===== src/rtl/clk_div_bank.sv =====
// -----------------------------------------------------------------------------
// clk_div_bank
// Multi-channel clock-enable divider for the system clock domain.
// A shared base prescaler produces the fast square wave (fast_clk). Each of the
// NCH slow channels divides fast_clk by 2^sel, where sel can be changed at run
// time. A new sel is captured on a rising edge of `update`. It takes effect at
// the next falling edge of that channel's slow_clk, which prevents runt pulses.
//
// Optional build macro:
//   CLK_DIV_BANK_SYNC_IN_EN - routes update/ch_idx/prog_in through a two-flop
//                             synchronizer for asynchronous sources. This adds
//                             two cycles of detection latency.
// All outputs come straight from flops.
// -----------------------------------------------------------------------------
module clk_div_bank #(
   parameter int BASE_DIV = 5000000,
   parameter int NCH      = 2,
   parameter int CH_W     = 1,
   parameter int SEL_W    = 3
) (
   input  logic                   clk,
   input  logic                   rst,
   input  logic                   update,
   input  logic [CH_W-1:0]        ch_idx,
   input  logic [SEL_W-1:0]       prog_in,
   output logic                   fast_clk,
   output logic [NCH-1:0]         slow_clk,
   output logic [NCH-1:0]         slow_tick,
   output logic [NCH*SEL_W-1:0]   prog_out,
   output logic [NCH-1:0]         busy
);

   // Base counter width, and half-period counter width (2^SEL_W-1 bits holds 2^sel-1 at max sel)
   localparam int              BW        = (BASE_DIV > 1) ? $clog2(BASE_DIV) : 1;
   localparam int              CW        = (1 << SEL_W) - 1;
   localparam logic [BW-1:0]   BASE_LAST = BW'(BASE_DIV - 1);

   // Terminal count of a half period: 2^sel - 1 base ticks
   function automatic logic [CW-1:0] half_lim(input logic [SEL_W-1:0] sel);
      logic [CW-1:0] ones;
      ones = {CW{1'b1}};
      return ones >> (CW - int'(sel));
   endfunction

   // ------------------------------------------------------------------
   // Input stage
   // ------------------------------------------------------------------
   logic                update_in_s;
   logic [CH_W-1:0]     ch_idx_in_s;
   logic [SEL_W-1:0]    prog_in_in_s;

`ifdef CLK_DIV_BANK_SYNC_IN_EN
   logic                update_m_q,  update_m_d,  update_s_q,  update_s_d;
   logic [CH_W-1:0]     ch_idx_m_q,  ch_idx_m_d,  ch_idx_s_q,  ch_idx_s_d;
   logic [SEL_W-1:0]    prog_in_m_q, prog_in_m_d, prog_in_s_q, prog_in_s_d;

   // Two-stage synchronizer: first stage samples the raw inputs, second stage re-samples
   always_comb begin
      update_m_d  = update;
      ch_idx_m_d  = ch_idx;
      prog_in_m_d = prog_in;
      update_s_d  = update_m_q;
      ch_idx_s_d  = ch_idx_m_q;
      prog_in_s_d = prog_in_m_q;
   end

   // Synchronizer flops
   always_ff @(posedge clk or posedge rst) begin
      if (rst) begin
         update_m_q  <= 1'b0;
         ch_idx_m_q  <= '0;
         prog_in_m_q <= '0;
         update_s_q  <= 1'b0;
         ch_idx_s_q  <= '0;
         prog_in_s_q <= '0;
      end else begin
         update_m_q  <= update_m_d;
         ch_idx_m_q  <= ch_idx_m_d;
         prog_in_m_q <= prog_in_m_d;
         update_s_q  <= update_s_d;
         ch_idx_s_q  <= ch_idx_s_d;
         prog_in_s_q <= prog_in_s_d;
      end
   end

   assign update_in_s  = update_s_q;
   assign ch_idx_in_s  = ch_idx_s_q;
   assign prog_in_in_s = prog_in_s_q;
`else
   assign update_in_s  = update;
   assign ch_idx_in_s  = ch_idx;
   assign prog_in_in_s = prog_in;
`endif

   // ------------------------------------------------------------------
   // State
   // ------------------------------------------------------------------
   logic [BW-1:0]        base_cnt_q, base_cnt_d;
   logic                 base_tick_s;
   logic                 fast_clk_q, fast_clk_d;
   logic                 upd_prev_q, upd_prev_d;
   logic                 upd_rise_s;
   logic [NCH-1:0]       slow_clk_q,  slow_clk_d;
   logic [NCH-1:0]       slow_tick_q, slow_tick_d;
   logic [NCH-1:0]       busy_q,      busy_d;
   logic [NCH-1:0]       toggle_s, cap_s, apply_s;
   logic [NCH*SEL_W-1:0] sel_q,  sel_d;
   logic [NCH*SEL_W-1:0] pend_q, pend_d;
   logic [CW-1:0]        cnt_q [NCH];
   logic [CW-1:0]        cnt_d [NCH];

   // Base prescaler: wrap at BASE_DIV-1, flip fast_clk on every wrap
   always_comb begin
      base_tick_s = (base_cnt_q == BASE_LAST);
      if (base_tick_s) begin
         base_cnt_d = '0;
      end else begin
         base_cnt_d = base_cnt_q + 1'b1;
      end
      fast_clk_d = fast_clk_q ^ base_tick_s;
   end

   // Update request edge detection against the registered copy of update
   always_comb begin
      upd_prev_d = update_in_s;
      upd_rise_s = update_in_s & ~upd_prev_q;
   end

   // Per-channel events: half-period toggle, request capture, and apply at the 1->0 toggle
   always_comb begin
      toggle_s = '0;
      cap_s    = '0;
      apply_s  = '0;
      for (int i = 0; i < NCH; i++) begin
         toggle_s[i] = base_tick_s && (cnt_q[i] == half_lim(sel_q[i*SEL_W +: SEL_W]));
         // Out-of-range indices never match a channel, so they are dropped silently
         cap_s[i]    = upd_rise_s && (ch_idx_in_s == CH_W'(i));
         apply_s[i]  = toggle_s[i] && slow_clk_q[i] && busy_q[i];
      end
   end

   // Per-channel next state; a capture on the apply edge stays pending for the next boundary
   always_comb begin
      slow_clk_d  = slow_clk_q;
      slow_tick_d = '0;
      busy_d      = busy_q;
      sel_d       = sel_q;
      pend_d      = pend_q;
      for (int i = 0; i < NCH; i++) begin
         cnt_d[i] = cnt_q[i];
         if (toggle_s[i]) begin
            cnt_d[i] = '0;
         end else if (base_tick_s) begin
            cnt_d[i] = cnt_q[i] + 1'b1;
         end else begin
            cnt_d[i] = cnt_q[i];
         end

         slow_clk_d[i]  = slow_clk_q[i] ^ toggle_s[i];
         slow_tick_d[i] = toggle_s[i] & ~slow_clk_q[i];

         if (apply_s[i]) begin
            sel_d[i*SEL_W +: SEL_W] = pend_q[i*SEL_W +: SEL_W];
         end else begin
            sel_d[i*SEL_W +: SEL_W] = sel_q[i*SEL_W +: SEL_W];
         end

         if (cap_s[i]) begin
            pend_d[i*SEL_W +: SEL_W] = prog_in_in_s;
         end else begin
            pend_d[i*SEL_W +: SEL_W] = pend_q[i*SEL_W +: SEL_W];
         end

         if (cap_s[i]) begin
            busy_d[i] = 1'b1;
         end else if (apply_s[i]) begin
            busy_d[i] = 1'b0;
         end else begin
            busy_d[i] = busy_q[i];
         end
      end
   end

   // State flops; reset discards pending updates and realigns every channel to fast_clk
   always_ff @(posedge clk or posedge rst) begin
      if (rst) begin
         base_cnt_q  <= '0;
         fast_clk_q  <= 1'b0;
         upd_prev_q  <= 1'b0;
         slow_clk_q  <= '0;
         slow_tick_q <= '0;
         busy_q      <= '0;
         sel_q       <= '0;
         pend_q      <= '0;
         for (int i = 0; i < NCH; i++) begin
            cnt_q[i] <= '0;
         end
      end else begin
         base_cnt_q  <= base_cnt_d;
         fast_clk_q  <= fast_clk_d;
         upd_prev_q  <= upd_prev_d;
         slow_clk_q  <= slow_clk_d;
         slow_tick_q <= slow_tick_d;
         busy_q      <= busy_d;
         sel_q       <= sel_d;
         pend_q      <= pend_d;
         for (int i = 0; i < NCH; i++) begin
            cnt_q[i] <= cnt_d[i];
         end
      end
   end

   assign fast_clk  = fast_clk_q;
   assign slow_clk  = slow_clk_q;
   assign slow_tick = slow_tick_q;
   assign prog_out  = sel_q;
   assign busy      = busy_q;

endmodule

===== config.mk =====
export PLATFORM = sky130hd
export DESIGN_NAME = clk_div_bank
export DESIGN_NICKNAME = d
export VERILOG_FILES = /design/src/rtl/clk_div_bank.sv
export SDC_FILE = /design/constraint.sdc
export NUM_CORES = 1
export LEC_CHECK = 0
export ABC_AREA = 1
export CAP_MARGIN = 20
export CORE_MARGIN = 2
export CORE_UTILIZATION = 60
export DETAILED_ROUTE_END_ITERATION = 8
export MAX_ROUTING_LAYER = met4
export PLACE_DENSITY_LB_ADDON = 0.25
export SLEW_MARGIN = 20
export SYNTH_ARGS = -nofsm -noshare
export SYNTH_HDL_FRONTEND = slang
export SYNTH_SLANG_ARGS = --single-unit

===== constraint.sdc =====
create_clock -name clk -period 2.3 [get_ports clk]
set_input_delay 0.23 -clock clk [delete_from_list [all_inputs] [get_ports clk]]
set_output_delay 0.23 -clock clk [all_outputs]
set_load 0.02 [all_outputs]

-- Yosys cells after proc, flatten, opt, wreduce, memory -nomap -nowiden
Cells that the tools add are included.
- add/sub/neg operators: 5
- equal/unequal tests: 3
- shifts and indexed selects: 2
- muxes and demuxes: 9
- bitwise gates (word level): 10
- reductions and logical operators: 12
- operators by type and width (kind ; count):
    right shift 7 x 32 -> 7 bit (first input constant) ; 2
    two-way mux 7 bit ; 4
    adder 23 x 1 -> 23 bit (second input constant) ; 1
    == test 23 bit (second input constant) ; 1
    two-way mux 23 bit ; 1
    adder 7 x 1 -> 7 bit (second input constant) ; 2
    == test 7 bit ; 2
    logical AND 1 bit ; 8
    nonzero test 2 bit ; 4
    subtractor 3 x 3 -> 4 bit (first input constant) ; 2
    two-way mux 1 bit ; 4
    inverter 1 bit ; 4
    bitwise AND 1 bit ; 3
    bitwise XOR 1 bit ; 3
- register bits after elaboration: 57
- bits of input ports: 7
- output and inout port bits: 13

-- Logic depth before layout (Yosys ltp)
Gate-level depths: netlist (run 1).
- depth after elaboration: 8
- depth in mapped cells: 11
- mapped depth without buffers: 11

-- Least setup slack after synthesis (run 1)
No wires, ideal clock.
- path type: flip-flop to flip-flop
- start: register base_cnt_q[0]
- end: register sel_q[1] (netlist: prog_out[1])
- arrival time: 1801 ps
- required time: 2174 ps
- slack: 373 ps
- stages on the path, launching flop included: 12
- path buffers: 0
- cell sequence: dfrtp_1 > ha_1 > nand3_2 > nor2_4 > nand3_2 > nor2_4 > inv_2 > nor3_2 > ha_1 > nand2_1 > nor2_1 > a21oi_1
- cells in the longest elaborated chain, start to end: 4
- ends and longest elaborated chain (element ; RTL line ; source):
    start, declared ; 98 ; logic [BW-1:0] base_cnt_q, base_cnt_d;
    start signal, assigned ; 199 ; base_cnt_q <= base_cnt_d;
    == test 23 bit ; 114 ; base_tick_s = (base_cnt_q == BASE_LAST);
    logical AND 1 bit ; 135 ; toggle_s[i] = base_tick_s && (cnt_q[i] == half_lim(sel_q[i*SEL_W +: SEL_W]));
    logical AND 1 bit (2 in series) ; 138 ; apply_s[i] = toggle_s[i] && slow_clk_q[i] && busy_q[i];
    end signal, assigned ; 205 ; sel_q <= sel_d;
    end, declared ; 107 ; logic [NCH*SEL_W-1:0] sel_q, sel_d;
Every way passes these cells.
A chain may end at the register's enable or synchronous reset.

-- Worst setup path in the final report (run 1)
- start: register base_cnt_q[0]
- end: register sel_q[4] (netlist: prog_out[4])
The elaborated chain is that of the path after synthesis.

==> out/summary.txt, run 1 <==
Outcome = finished, final reports clean
Share of layout cells above drive strength 1 = 0.103
First-pass GRT wire length = 12400 um
FF+latch count, synth = 57
Mux contribution to synthesized area = 0
DP Area = 0.00362 sq mm
Fmax = 487 MHz
Layout area overhead = 14.6%
Final Cycle Share = 0.894
GPL Wtd Cong = 0.960
Largest net degree at the start of global routing = 26
Simple-gate share of the synthesized area = 0.372
Maxcap violations = 0
Height of the die = 78.6 um
Synth warnings = 0
Hold/Removal Path Class = in -> async
Layout net count = 496
Switching Share = 0.212
CTS resizes = 0
Largest family of logic cells by synthesized area = simple AND/OR/NAND/NOR gates
Syn avg cell area = 7.38 sq um
Top FF cell, synth = dfrtp_1
Top post-synthesis cells by area = dfrtp_1 43%, nand2_1 14%, inv_1 7.0%
Root Buffer = clkbuf_8
Die width = 78.6 um
Clock Path Buffers = 2
Post-synthesis compound-gate area fraction = 0.0495
Setup crit start kind = flop
DR DRC count = 0
Fin. max-slew vios = 0
DP HPWL = 5240 um
Core area = 0.00544 sq mm
Sequential Power Share = 0.511
CTS buffer count = 9
Synth async-reset ratio = 1.00
Via count = 2945
Clock transition at path regs = 0.06 ns
Internal = 1.59 mW
Crit Path Class = reg -> reg
Final Setup Violations = 0
CTS tree = built
Min cycle time layout = 2.06 ns
Worst Skew = 0.00705 ns
Vias in the first global route = 2783
Netlist Area Pre-Place = 0.00334 sq mm
Clock Sinks = 57
Post-synthesis xor/xnor area fraction = 0.0394
Final wirelength = 7200 um
Max_slew headroom = 0.638
CP required = 2.52 ns
Initial cell density of the core = 0.613
Gate power share = 0.025
Final Hold Fails = 0
Register area share after synthesis = 0.428
Post-route antenna net violation count = 0
PwrDens = 528 mW/mm^2
# H-tree levels = 3
Ant. Diodes = 0
Drt via density = 5.28
Synth area leader = dfrtp_1
Slew @ Worst Pin = 0.542 ns
NetSw = 427 uW
# rows = 27
Clock share of power = 0.463
Post-synth top area share = 0.428
Initial antenna violation count = 0
Worst VDD drop = 354 uV
Worst setup EP type = flop
Crit-path max FO = 7
Iter 0 DRT Violations = 162
Hold-fix buffers, CTS = 0
Design Area, Final = 0.00382 sq mm
Static Leak = 2.01 nW
DR pass1 iterations = 6
Pre-CTS setup slack = 0.215 ns
Critical path data arrival time = 2.27 ns
IO Count = 20
Setup slack on the worst flop-to-flop path = 0.24 ns
Total grt overflow = 0
Synth cell types = 26
Clock Latency Late Sink = 0.34 ns
Final WS setup = 0.245 ns
RSZ-0062 raised after global routing = false
Post-CTS Setup Bufs = 0
Post-Synth Adder-Cell Area = 0.0263
Post-Syn Instances = 452
EDFF count, synth = 0
Net Count, Synth = 466
WL per Instance = 12.9 um
Total GRT Usage = 0.263
Port Buffers = 19
Die area = 0.00617 sq mm
Setup tns final = 0 ns
-- path summary, 6_finish.rpt --
kind,startpoint,end,cells past startpoint
worst max-delay path,base_cnt_q[0],prog_out[4],11
worst min-delay path,rst,fast_clk,2
worst max register to register,base_cnt_q[0],prog_out[4],11
worst min register to register,fast_clk,fast_clk,1
max in group asynchronous,rst,pend_q[5],3
min in group clk,update,upd_prev_q,1
-- area by class of cell --
type | instances | area, sq um
Clock inverter | 3 | 40.0
Multi-Input combinational cell | 322 | 1630
Sequential cell | 57 | 1430
Tap cell | 72 | 90.1
Fill cell | 425 | 1620
Clock buffer | 12 | 155
Timing Repair Buffer | 22 | 213
Inverter | 70 | 263
-- power by group through the flow --
| stage | Combinational [mW] | Sequential (mW) | Clock, mW |
|---|---|---|---|
| global route | 0.0612 | 1.03 | 0.990 |
| global placement | 0.0515 | 1.05 | 0 |
| detailed placement | 0.0536 | 1.05 | 0 |
| CTS | 0.0534 | 1.03 | 0.944 |
| floorplan | 0.0299 | 1.05 | 0 |
| finish | 0.0512 | 1.03 | 0.934 |
-- registers in the layout, summed over array words and instances (netlist names) --
register	flops
slow_clk	2
pend_q	6
upd_prev_q	1
base_cnt_q	23
fast_clk	1
slow_tick	2
prog_out	6
cnt_q	14
busy	2
-- worst max-delay path: stages, from the launching register on --
cell	delay (ns)
dfrtp_1	0.37
ha_1	0.21
nand3_2	0.14
nor2_4	0.16
nand3_2	0.10
nor2_4	0.13
inv_2	0.11
nor3_4	0.22
ha_2	0.21
nand2_1	0.12
nor2_1	0.12
a21oi_1	0.05
-- routing by layer --
layer / share of wire / up-vias / wire [um] / GRT usage
met5: 0 / - / 0 / -
li1: - / 1478 / - / -
met4: 0.018 / 0 / 133 / 0.114
met1: 0.47 / 1374 / 3390 / 0.351
met3: 0.048 / 15 / 343 / 0.0563
met2: 0.46 / 78 / 3340 / 0.389
-- cells in the mapped netlist (4+ instances only) --
library cell  number
inv_1             62
inv_2              8
nor2_4             4
nand3_1           34
o21ai_0           18
dfrtp_1           57
a21oi_1           10
nand2_1          124
nand2_2            5
nand3_2            4
nor2_2             4
ha_1               7
nor2_1            60
xor2_1            15
nor3_1             8
nand4_1           14
-- logic make-up (layout without fill, tap and decap cells) --
family / count (synthesis) / count (layout)
simple gates: 268 / 268
buf+inv: 73 / 107
flops: 57 / 57
compound gates: 32 / 32
xor+xnor: 15 / 15
fa+ha+maj: 7 / 7
-- per-stage QoR --
step	utilization	instances	hold slack (ns)	power [mW]
finish	0.703	558	0.256	2.02
global route	0.703	558	0.305	2.08
CTS	0.701	558	0.272	2.03
detailed placement	0.665	543	0.464	1.10
global placement	0.665	543	0.456	1.10
floorplan	-	452	0.261	1.08
-- cell usage in the layout (no fill, tap or decap), drive strengths merged, types with 12 or more instances in the layout --
cell and instances:
inv 70, nand4 16, clkdlybuf4s50 19, clkbuf 12, o21ai 21, dfrtp 57
xor2 15, nand3 38, nand2 130, nor2 69
(Power assumes the default switching activity.)
==> inputs of run 2 (changes only) <==
Settings changed: CORE_UTILIZATION 60 to 32, DONT_BUFFER_PORTS from default to 1.
==> run 2 against run 1 <==
Worst setup slack lost 0.0028 ns. Highest routed layer unchanged. Sequential share of layout area grew 0.91 points. Via count shrank 3.7%. Register-to-register slack is essentially flat. Clock power grew 2%. Combinational power shrank 14%. Sequential cell count is the same. Clock-buffer cell count is the same. Core utilization shrank 34 points. Clock skew shrank 0.00082 ns.
==> out/summary.txt, run 2 (synthesis results as in run 1) <==
Post-CTS Setup Bufs = 0 (unchanged)
NetSw = 445 uW (+4.3%)
GPL Wtd Cong = 0.879 (-8.5%)
Core area = 0.0102 sq mm (+88%)
Layout Utilization = 0.365 (-0.338)
DP HPWL = 5470 um (+4.5%)
Final Hold Fails = 0 (unchanged)
Clock Latency Late Sink = 0.33 ns (about the same)
Hold Slack = 0.0710 ns (-0.185 ns)
Largest net degree at the start of global routing = 28 (+7.7%)
Worst setup EP type = flop
Fin cells = 606 (+8.6%)
Setup crit start kind = flop
First-pass GRT wire length = 12700 um (+2.9%)
Initial cell density of the core = 0.326 (-0.287)
Clock transition at path regs = 0.07 ns (about the same)
Clock share of power = 0.470 (+0.007)
CTS tree = built
Ant. Diodes = 0 (unchanged)
Commonest cells after routing, fill and taps aside = 124 x nand2_1, 61 x inv_1, 60 x nor2_1, 57 x dfrtp_1, 34 x nand3_1
Hold/Removal Path Class = in -> reg
Port Buffers = 0 (-19)
WL per Instance = 12.1 um (-6.4%)
Total GRT Usage = 0.146 (-0.116)
Die width = 106 um (+35%)
Static Leak = 1.95 nW (-2.6%)
R2r startpoint = prog_out[2]
Layout net count = 480 (-3.2%)
Max reg flops = 23 (unchanged)
PwrDens = 544 mW/mm^2 (+3.1%)
Total grt overflow = 0 (unchanged)
Share of layout cells above drive strength 1 = 0.106 (+0.00350)
Crit Path Class = reg -> reg
IO Count = 20 (unchanged)
Worst Skew = 0.00623 ns (-0.000821 ns)
Design Area, Final = 0.00373 sq mm (-2.4%)
Gate power share = 0.022 (-0.003)
Slew @ Worst Pin = 0.587 ns (+0.0459 ns)
Height of the die = 106 um (+35%)
DR pass1 iterations = 4 (-2)
Initial antenna violation count = 0 (unchanged)
Final Cycle Share = 0.895 (+0.00123)
Final Setup Violations = 0 (unchanged)
# H-tree levels = 3 (unchanged)
Vias in the first global route = 2817 (+1.2%)
DP Area = 0.00351 sq mm (-2.8%)
Crit-path max FO = 11 (+4)
Final wirelength = 7320 um (+1.6%)
Fmax = 486 MHz (-0.14%)
Hold path startpoint = prog_in[1]
Via count = 2836 (-3.7%)
Setup tns final = 0 ns (unchanged)
Post-route antenna net violation count = 0 (unchanged)
Most common cell after layout, fill and taps aside = nand2_1
Maxcap violations = 0 (unchanged)
Min cycle time layout = 2.06 ns (+0.00282 ns)
Top flop regs = base_cnt_q (23), cnt_q (14)
Layout area overhead = 11.8%
Outcome = finished, final reports clean
Clock Sinks = 57 (unchanged)
Internal = 1.58 mW (-0.39%)
Max_slew headroom = 0.608 (-0.0306)
Dpl cells = 589 (+8.5%)
Root Buffer = clkbuf_8
Drt via density = 4.68 (-11%)
Switching Share = 0.220 (+0.00774)
# rows = 37 (+37%)
Critical path data arrival time = 2.27 ns (about the same)
Worst VDD drop = 192 uV (-46%)
Sequential Power Share = 0.509 (-0.002)
Largest Register = base_cnt_q
CTS buffer count = 9 (unchanged)
Critical path startpoint = prog_out[2]
Die area = 0.0113 sq mm (+82%)
RSZ-0062 raised after global routing = false
Iter 0 DRT Violations = 158 (-2.5%)
Clock Path Buffers = 2 (unchanged)
DR DRC count = 0 (unchanged)
Fin. max-slew vios = 0 (unchanged)
CP required = 2.52 ns (about the same)
[run 2: worst paths after layout]
check,endpoint,slack [ns],cells after the start
max,prog_out[0],0.24,10
min in group asynchronous,cnt_q[5],0.41,2
min reg2reg,pend_q[0],0.50,2
max in group asynchronous,prog_out[1],1.24,3
max reg2reg,prog_out[0],0.24,10
min,pend_q[1],0.07,2
[run 2: repair_timing]
action / 4_1_cts / 5_1_grt
endpoints found under the hold margin: 26 / 0
resized for setup: 0 / 0
hold buffers: 2 / 0
setup endpoints to repair: 0 / 0
[run 2: power by group through the flow]
stage / combinational, mW / clock, mW / sequential [mW]
global route: 0.0525 / 1.03 / 1.03
global placement: 0.0415 / 0 / 1.05
finish: 0.0440 / 0.953 / 1.03
floorplan: 0.0299 / 0 / 1.05
detailed placement: 0.0437 / 0 / 1.05
CTS: 0.0466 / 0.981 / 1.03
[run 2: stage by stage]
step	setup WS, ns	power (mW)
after floorplan	0.373	1.08
after global placement	0.298	1.09
after detailed placement	0.255	1.09
after CTS	0.232	2.06
after global routing	0.0226	2.11
final	0.242	2.03
[run 2: area by class of cell]
type,instances,area [sq um]
Inverter,70,263
Clock buffer,12,155
Clock inverter,3,40.0
Multi-Input combinational cell,322,1630
Tap cell,136,170
Timing Repair Buffer,6,50.0
Fill cell,1084,6500
Sequential cell,57,1430
[run 2: routing by layer]
| layer | vias to the layer above | track usage | routed length [um] |
|---|---|---|---|
| li1 | 1458 | - | - |
| met1 | 1324 | 0.189 | 3650 |
| met2 | 44 | 0.221 | 3320 |
| met3 | 10 | 0.0313 | 214 |
| met4 | 0 | 0.0658 | 132 |
| met5 | - | - | 0 |
[run 2: critical path: stages (launching register included)]
cell and delay (ns):
dfrtp_1 0.64, inv_1 0.18, nand2_1 0.12, o21ai_0 0.07, nor2_1 0.09, nand3_1 0.16, nor3_2 0.19, ha_1 0.20
nand2_1 0.13, nor2_1 0.13, a21oi_1 0.05
==> inputs of run 3 (changes only) <==
Settings changed: ABC_CLOCK_PERIOD_IN_PS from default to 2300, RECOVER_POWER from default to 50.
==> run 3 against run 2 <==
Global-route usage is the same. Register-to-register slack about the same. Power decreased by 0.24%. Critical path type unchanged. Non-clock buffer count unchanged. Critical endpoint unchanged. Combinational power is 3% lower. Worst hold slack improved by 0.0025 ns. Critical path depth stayed put.
==> out/summary.txt, run 3 (synthesis results as in run 1) <==
Post-CTS Setup Bufs = 0 (unchanged)
DP HPWL = 5470 um (unchanged)
Internal = 1.58 mW (about the same)
PwrDens = 543 mW/mm^2 (-0.11%)
Layout net count = 480 (unchanged)
Initial cell density of the core = 0.326 (unchanged)
Register area = 0.00143 sq mm (unchanged)
CTS tree = built
Fin cells = 606 (unchanged)
Maxcap violations = 0 (unchanged)
Iter 0 DRT Violations = 158 (unchanged)
Buf+Inv Stages, Crit Path = 1 (unchanged)
Post-route antenna net violation count = 0 (unchanged)
Pre-CTS setup slack = 0.255 ns (unchanged)
Static Leak = 1.95 nW (about the same)
Critical path startpoint = prog_out[2]
Pwr Total = 2.02 mW (-0.24%)
First-pass GRT wire length = 12700 um (unchanged)
DP Area = 0.00351 sq mm (unchanged)
Setup tns final = 0 ns (unchanged)
Hold path startpoint = prog_in[1]
# rows = 37 (unchanged)
Commonest cells after routing, fill and taps aside = 124 x nand2_1, 62 x inv_1, 60 x nor2_1, 57 x dfrtp_1, 34 x nand3_1
Final wirelength = 7300 um (-0.27%)
Max_slew headroom = 0.295 (-0.313)
Slew @ Worst Pin = 1.06 ns (+0.470 ns)
Height of the die = 106 um (unchanged)
GPL Wtd Cong = 0.879 (unchanged)
DR DRC count = 0 (unchanged)
Port Buffers = 0 (unchanged)
Critical path's slowest cell = dfrtp_1
Core area = 0.0102 sq mm (unchanged)
Hold/Removal Path Class = in -> reg
Total grt overflow = 0 (unchanged)
Fmax = 488 MHz (+0.43%)
Critical path data arrival time = 2.26 ns (about the same)
Clock share of power = 0.469 (about the same)
Die width = 106 um (unchanged)
Setup crit start kind = flop
NetSw = 441 uW (-0.88%)
Clock Sinks = 57 (unchanged)
Most common cell after layout, fill and taps aside = nand2_1
Worst VDD drop = 192 uV (about the same)
R2r startpoint = prog_out[2]
Share of layout cells above drive strength 1 = 0.104 (-0.00213)
Max reg flops = 23 (unchanged)
Crit Path Class = reg -> reg
Clock transition at path regs = 0.07 ns (about the same)
Drt via density = 4.67 (-0.14%)
CP max stage delay = 0.63 ns (about the same)
Gate power share = 0.021 (about the same)
Final WS setup = 0.251 ns (+0.00879 ns)
Setup slack on the worst flop-to-flop path = 0.25 ns (about the same)
FILL cells = 1086 (+0.18%)
RSZ-0062 raised after global routing = false
Critical-path cell list = inv_1 -> nand2_1 -> o21ai_0 -> nor2_1 -> nand3_1 -> nor3_2 -> ha_1 -> nand2_1 -> nor2_1 -> a21oi_1
Clock Path Buffers = 2 (unchanged)
Outcome = finished, final reports clean
Root Buffer = clkbuf_8
Sequential Power Share = 0.510 (about the same)
Die area = 0.0113 sq mm (unchanged)
Crit path max-delay family = simple AND/OR/NAND/NOR gates
Worst Skew = 0.00690 ns (+0.000669 ns)
CP required = 2.51 ns (about the same)
Clock Latency Late Sink = 0.33 ns (about the same)
Initial antenna violation count = 0 (unchanged)
Via count = 2832 (-0.14%)
Ant. Diodes = 0 (unchanged)
Min cycle time layout = 2.05 ns (-0.00879 ns)
Total GRT Usage = 0.146 (unchanged)
Largest net degree at the start of global routing = 28 (unchanged)
DR pass1 iterations = 4 (unchanged)
Final Setup Violations = 0 (unchanged)
Final Hold Fails = 0 (unchanged)
Top flop regs = base_cnt_q (23), cnt_q (14)
Layout Utilization = 0.364 (-0.000489)
Final Cycle Share = 0.891 (-0.00382)
Worst setup EP type = flop
WL per Instance = 12.0 um (-0.27%)
Hold Slack = 0.0735 ns (+0.00246 ns)
Design Area, Final = 0.00372 sq mm (-0.13%)
Crit-path max FO = 11 (unchanged)
# H-tree levels = 3 (unchanged)
Layout area overhead = 11.7%
Largest Register = base_cnt_q
Area of the multi-input gates = 0.00163 sq mm (unchanged)
Vias in the first global route = 2817 (unchanged)
Dpl cells = 589 (unchanged)
CTS buffer count = 9 (unchanged)
IO Count = 20 (unchanged)
Fin. max-slew vios = 0 (unchanged)
Switching Share = 0.218 (-0.00140)
-- run 3: power groups by stage --
stage	clock network (mW)	logic, mW	registers [mW]
3_5_place_dp	0	0.0437	1.05
3_3_place_gp	0	0.0415	1.05
6_report	0.949	0.0426	1.03
4_1_cts	0.981	0.0466	1.03
5_1_grt	1.03	0.0513	1.03
2_1_floorplan	0	0.0299	1.05
-- run 3: worst paths after layout --
| kind | to | cells past startpoint |
|---|---|---|
| setup / recovery | prog_out[0] | 10 |
| setup reg to reg | prog_out[0] | 10 |
| min in group asynchronous | cnt_q[5] | 2 |
| hold reg to reg | pend_q[0] | 2 |
| max in group asynchronous | prog_out[1] | 3 |
| hold / removal | pend_q[1] | 2 |
-- run 3: final cells by class --
class	count	area share
Sequential cell	57	0.383
Tap cell	136	0.0457
Inverter	70	0.0705
Multi-Input combinational cell	322	0.436
Clock inverter	3	0.0107
Clock buffer	12	0.0417
Timing Repair Buffer	6	0.0121
-- run 3: routing by layer --
metal	up-vias	track usage	routed length, um
li1	1456	-	-
met1	1322	0.189	3620
met2	44	0.221	3320
met3	10	0.0313	229
met4	0	0.0658	123
met5	-	-	0
-- run 3: what timing repair did --
item | in CTS | in global routing
hold buffers | 2 | 0
endpoints found under the setup margin | 0 | 0
hold endpoints to repair | 26 | 0
gates resized for setup | 0 | 0
